===== config.mk =====
export PLATFORM = sky130hd
export DESIGN_NAME = fetch_stage
export DESIGN_NICKNAME = d
export VERILOG_FILES = /design/src/rtl/pipeline_pkg.sv /design/src/rtl/fetch_skid_buf.sv /design/src/rtl/fetch_stage.sv
export SDC_FILE = /design/constraint.sdc
export NUM_CORES = 1
export LEC_CHECK = 0
export CORE_MARGIN = 2
export CORE_UTILIZATION = 32
export CTS_BUF_LIST = sky130_fd_sc_hd__clkbuf_4 sky130_fd_sc_hd__clkbuf_8 sky130_fd_sc_hd__clkbuf_16
export CTS_CLUSTER_SIZE = 30
export DETAILED_ROUTE_END_ITERATION = 7
export PLACE_DENSITY = 0.53
export SLEW_MARGIN = 10
export SYNTH_ARGS = -nofsm -noshare
export SYNTH_HDL_FRONTEND = slang
export SYNTH_HIERARCHICAL = 1
export SYNTH_SLANG_ARGS = --single-unit
export TNS_END_PERCENT = 50

===== constraint.sdc =====
create_clock -name clk -period 4.12 [get_ports clk]
set_input_delay 0.824 -clock clk [delete_from_list [all_inputs] [get_ports clk]]
set_output_delay 0.824 -clock clk [all_outputs]
set_load 0.03 [all_outputs]

===== src/rtl/pipeline_pkg.sv =====
// Shared types and constants for the fetch stage and its IF/DE pipeline register.
package pipeline_pkg;
  localparam int          XLEN         = 32;
  localparam logic [31:0] RESET_PC_DEF = 32'h0000_0000;
  localparam logic [31:0] NOP_INST     = 32'h0000_0013;

  typedef struct packed {
    logic [31:0]     inst;
    logic [XLEN-1:0] pc;
    logic            valid;
  } if_de_t;

  // INFLIGHT: a response arrives this cycle; HELD: the response sits in the skid buffer.
  typedef enum logic [1:0] {
    FS_IDLE     = 2'd0,
    FS_INFLIGHT = 2'd1,
    FS_HELD     = 2'd2
  } fetch_state_e;
endpackage


===== src/rtl/fetch_skid_buf.sv =====
// One-entry holding register that parks an in-flight fetch response while decode is stalled.
module fetch_skid_buf #(
  parameter int W = 8
) (
  input  logic         clk,
  input  logic         rst_n,
  input  logic         clear_i,
  input  logic         capture_i,
  input  logic         release_i,
  input  logic [W-1:0] data_i,
  output logic [W-1:0] data_o,
  output logic         vld_o
);
  logic [W-1:0] data_q;
  logic         vld_q;

  always_ff @(posedge clk or negedge rst_n) begin
    if (!rst_n) begin
      data_q <= '0;
      vld_q  <= 1'b0;
    end else if (clear_i) begin
      vld_q  <= 1'b0;
    end else if (capture_i) begin
      data_q <= data_i;
      vld_q  <= 1'b1;
    end else if (release_i) begin
      vld_q  <= 1'b0;
    end
  end

  assign data_o = data_q;
  assign vld_o  = vld_q;
endmodule


===== src/rtl/fetch_stage.sv =====
// Instruction fetch: owns the PC, drives a 1-cycle synchronous imem and loads the IF/DE register,
// honouring load-use stalls (via a skid buffer) and EX branch redirects (flush).
module fetch_stage
  import pipeline_pkg::*;
#(
  parameter logic [XLEN-1:0] RESET_PC = RESET_PC_DEF
) (
  input  logic            clk,
  input  logic            rst_n,
  input  logic            HDUStall,
  input  logic            br_taken_ex,
  input  logic [XLEN-1:0] br_target_ex,
  output logic [XLEN-1:0] imem_addr,
  output logic            imem_rd_en,
  input  logic [31:0]     imem_rdata,
  output logic [31:0]     inst_de,
  output logic [XLEN-1:0] pc_de,
  output logic [XLEN-1:0] pc4_de,
  output logic            valid_de,
  output logic [4:0]      rs1_de,
  output logic [4:0]      rs2_de
);
  localparam logic [XLEN-1:0] ALIGN_MASK = {{(XLEN-2){1'b1}}, 2'b00};

  fetch_state_e    state_q, state_d;
  logic [XLEN-1:0] pc_f_q, pc_f_d;
  logic [XLEN-1:0] pc_req_q, pc_req_d;
  if_de_t          de_q, de_d;
  if_de_t          resp, skid_data;
  logic            skid_vld;
  logic            flush, stall, issue, capture;

  // Flush wins over stall; a redirect never issues in the same cycle.
  assign flush   = br_taken_ex;
  assign stall   = HDUStall && !br_taken_ex;
  assign issue   = !HDUStall && !br_taken_ex;
  assign capture = stall && (state_q == FS_INFLIGHT);
  assign resp    = '{inst: imem_rdata, pc: pc_req_q, valid: 1'b1};

  fetch_skid_buf #(.W($bits(if_de_t))) u_skid (
    .clk       (clk),
    .rst_n     (rst_n),
    .clear_i   (flush),
    .capture_i (capture),
    .release_i (issue),
    .data_i    (resp),
    .data_o    (skid_data),
    .vld_o     (skid_vld)
  );

  always_comb begin
    state_d  = FS_IDLE;
    pc_f_d   = pc_f_q;
    pc_req_d = pc_req_q;
    de_d     = de_q;
    if (issue) begin
      state_d  = FS_INFLIGHT;
      pc_f_d   = pc_f_q + XLEN'(4);
      pc_req_d = pc_f_q;
    end else if (stall && (state_q == FS_INFLIGHT || state_q == FS_HELD)) begin
      state_d = FS_HELD;
    end
    if (flush) begin
      pc_f_d = br_target_ex & ALIGN_MASK;
      de_d   = '{inst: NOP_INST, pc: de_q.pc, valid: 1'b0};
    end else if (!stall) begin
      case (state_q)
        FS_HELD:     de_d = skid_data;
        FS_INFLIGHT: de_d = resp;
        default:     de_d = '{inst: NOP_INST, pc: de_q.pc, valid: 1'b0};
      endcase
    end
  end

  always_ff @(posedge clk or negedge rst_n) begin
    if (!rst_n) begin
      state_q  <= FS_IDLE;
      pc_f_q   <= RESET_PC;
      pc_req_q <= '0;
      de_q     <= '{inst: NOP_INST, pc: '0, valid: 1'b0};
    end else begin
      state_q  <= state_d;
      pc_f_q   <= pc_f_d;
      pc_req_q <= pc_req_d;
      de_q     <= de_d;
    end
  end

  assign imem_addr  = pc_f_q;
  assign imem_rd_en = issue;
  assign inst_de    = de_q.inst;
  assign pc_de      = de_q.pc;
  assign valid_de   = de_q.valid;
  assign pc4_de     = de_q.pc + XLEN'(4);
  assign rs1_de     = de_q.valid ? de_q.inst[19:15] : 5'd0;
  assign rs2_de     = de_q.valid ? de_q.inst[24:20] : 5'd0;

  // Sanity: the skid buffer flag and the HELD state describe the same condition.
  always_ff @(posedge clk) begin
    if (rst_n) assert ((state_q == FS_HELD) == skid_vld);
  end
endmodule

==> flow_summary.json <==
{
  "critPathCapture": "pc4_de[22]",
  "r2r_start": "imem_addr[13]",
  "core_area_mm2": 0.02793,
  "area.growth.synth_to_final_pct": 32.74,
  "antenna-diode-count": 0,
  "cts_inserted_buffers": 17,
  "hold_buffers": 0,
  "postRouteWirelength_um": 25880,
  "minimum_clock_period_ns": 3.650,
  "post-dp-hpwl_um": 17030,
  "final_layout_size_suffix_gt1_frac": 0.1667,
  "grt-ovfl-total": 0,
  "crit_slowest_cell": "clkdlybuf4s50_1",
  "fin_nets": 1067,
  "max_freq_ghz": 0.2740,
  "power_per_cell_area_mw_per_mm2": 489.7,
  "drt_first_iter_violations": 508,
  "cts_max_level": 4,
  "cts_num_sinks": 192,
  "criticalPathCategory": "flip-flop to output pin",
  "postCtsResizedCells": 0,
  "required_worst_endpoint_ns": 3.30,
  "syn_area_mm2": 0.009117,
  "worst_setup_path_startpoint": "pc_de[2]",
  "max_cap_viol_count": 0,
  "clkTransAtPathRegs_ns": 0.09,
  "mean_instance_size_in_the_synthesized_netlist_um2": 11.33,
  "final.setup.tns_ns": 0,
  "fp.dieW_um": 172.8,
  "boundary_pins": 208,
  "antenna_violating_nets_post_route": 0,
  "clk_latency_ns": 0.44,
  "placement_rows": 61,
  "grt_antenna_before_repair": 0,
  "max_stage_delay_ns": 0.70,
  "grt_setup_unrepaired": "no",
  "drt-pass1-iter-count": 4,
  "critical_path.max_fanout": 7,
  "cts_tree": "built",
  "leakagePower_nw": 4.855,
  "post_synth_inst_count": 805,
  "final_max_slew_viol_count": 0,
  "critical_path.startpoint_type": "flip-flop",
  "number_of_global_route_vias_before_repair": 6832,
  "gpl.final_weighted_congestion": 0.7687,
  "status": "complete, no violations",
  "initial_utilization": 0.3264,
  "worstRegToRegCells": 4,
  "critPathCaptureType": "output pin",
  "reg2reg_to": "imem_addr[29]",
  "route.detailed.vias_per_inst": 5.006,
  "hold_path.class": "primary input to asynchronous set/reset pin",
  "worst_slew_margin_rel": 0.2738,
  "hold_viol": 0,
  "globalRouteTotalUtil": 0.1732,
  "post_cts.repair.setup_buffers": 0,
  "routed_wire_length_per_instance_um": 18.67,
  "worst_clock_skew_ns": 0.02167,
  "worstMarginPinSlew_ns": 1.089,
  "design.die.area_mm2": 0.02986,
  "finalSetupViolations": 0,
  "chipHeight_um": 172.8,
  "vias_after_detailed_routing": 6938,
  "worstPathArrival_ns": 2.83,
  "reg2reg_slack_ns": 1.78,
  "yosys_warnings": 6,
  "final_min_period_over_clock_period": 0.8859,
  "grt_pass1_wl_um": 40650,
  "cts_root_buffer": "clkbuf_16",
  "port_buffers": 203,
  "cp_cell_sequence": "ha_1, nand4_1, nor4_1, buf_4, nand3_1, xnor2_1, clkdlybuf4s50_1",
  "place.detailed.instances": 1354,
  "stdcell_count": 1386,
  "drt_drc_violations_left": 0,
  "vdd_ir_drop_max_mv": 0.2592,
  "cts_max_path_buffers": 2,
  "grt_max_degree": 106
}
through the flow:
step	total power, mW	cell area [um^2]	utilization	setup slack, ns	hold slack (ns)
6_report	5.927	12100	0.4333	0.4701	0.4755
3_3_place_gp	4.239	11500	0.4116	0.9038	0.4641
5_1_grt	6.199	12100	0.4333	0.3101	0.5085
2_1_floorplan	3.514	9129	-	1.017	0.4629
4_1_cts	5.990	12100	0.4333	0.4143	0.4878
3_5_place_dp	4.263	11500	0.4116	0.8851	0.4691
how the worst min path moves through the flow:
| stage | from | to | cells past startpoint |
|---|---|---|---|
| after floorplan | u_skid/data_o[1] | pc_de[0] | 2 |
| after detailed placement | inst_de[9] | inst_de[9] | 2 |
| after global placement | inst_de[7] | inst_de[7] | 2 |
| final | rst_n | imem_addr[15] | 1 |
| after global routing | inst_de[10] | inst_de[10] | 2 |
| after CTS | inst_de[9] | inst_de[9] | 2 |
flip-flops by register name, indices dropped and copies added, names as in the netlist:
register,count
pc_de,32
imem_addr,30
pc_req_q,30
u_skid/data_o,65
valid_de,1
state_q,2
inst_de,32
worst max-delay path: cells and delay by family, from the launching register on:
family / cells / cell delay [ns]
buffers and inverters: 2 / 0.94
AND/OR/NAND/NOR: 3 / 0.59
flip-flops: 1 / 0.44
adder cells (fa/ha/maj): 1 / 0.25
XOR/XNOR: 1 / 0.18
power breakdown:
group | internal, mW | switching, mW
logic | 0.802 | 0.829
registers | 2.23 | 0.357
clock network | 0.886 | 0.820
layout by cell type (no fill, tap or decap), drive strengths merged, types with 5 or more instances in the layout:
master / instances
clkinv: 5
nand4: 21
inv: 14
and2: 13
mux2: 95
conb: 5
o21ai: 51
or3: 12
a22oi: 29
nor2: 87
and3: 8
xor2: 9
clkdlybuf4s50: 201
or4: 9
a221oi: 33
clkbuf: 19
buf: 20
dfrtp: 189
nand3: 22
xnor2: 30
a31oi: 15
o31ai: 5
and4: 6
nand2: 68
cell type report:
cell class	instances	area [um^2]
fill	2699	15830
timing repair buffer	222	2201
clock inverter	14	165.2
inverter	7	26.28
multi-input combinational	555	3990
clock buffer	18	439.2
tap	378	473.0
sequential	192	4808
metal layers:
layer,wire (um),GRT usage,up-vias
met4,277,0.04061,0
met3,1129,0.03078,13
met2,12020,0.2644,155
li1,-,-,3285
met1,12450,0.2555,3485
met5,0,0,-
No activity file was read; power rests on OpenSTA's default activity.
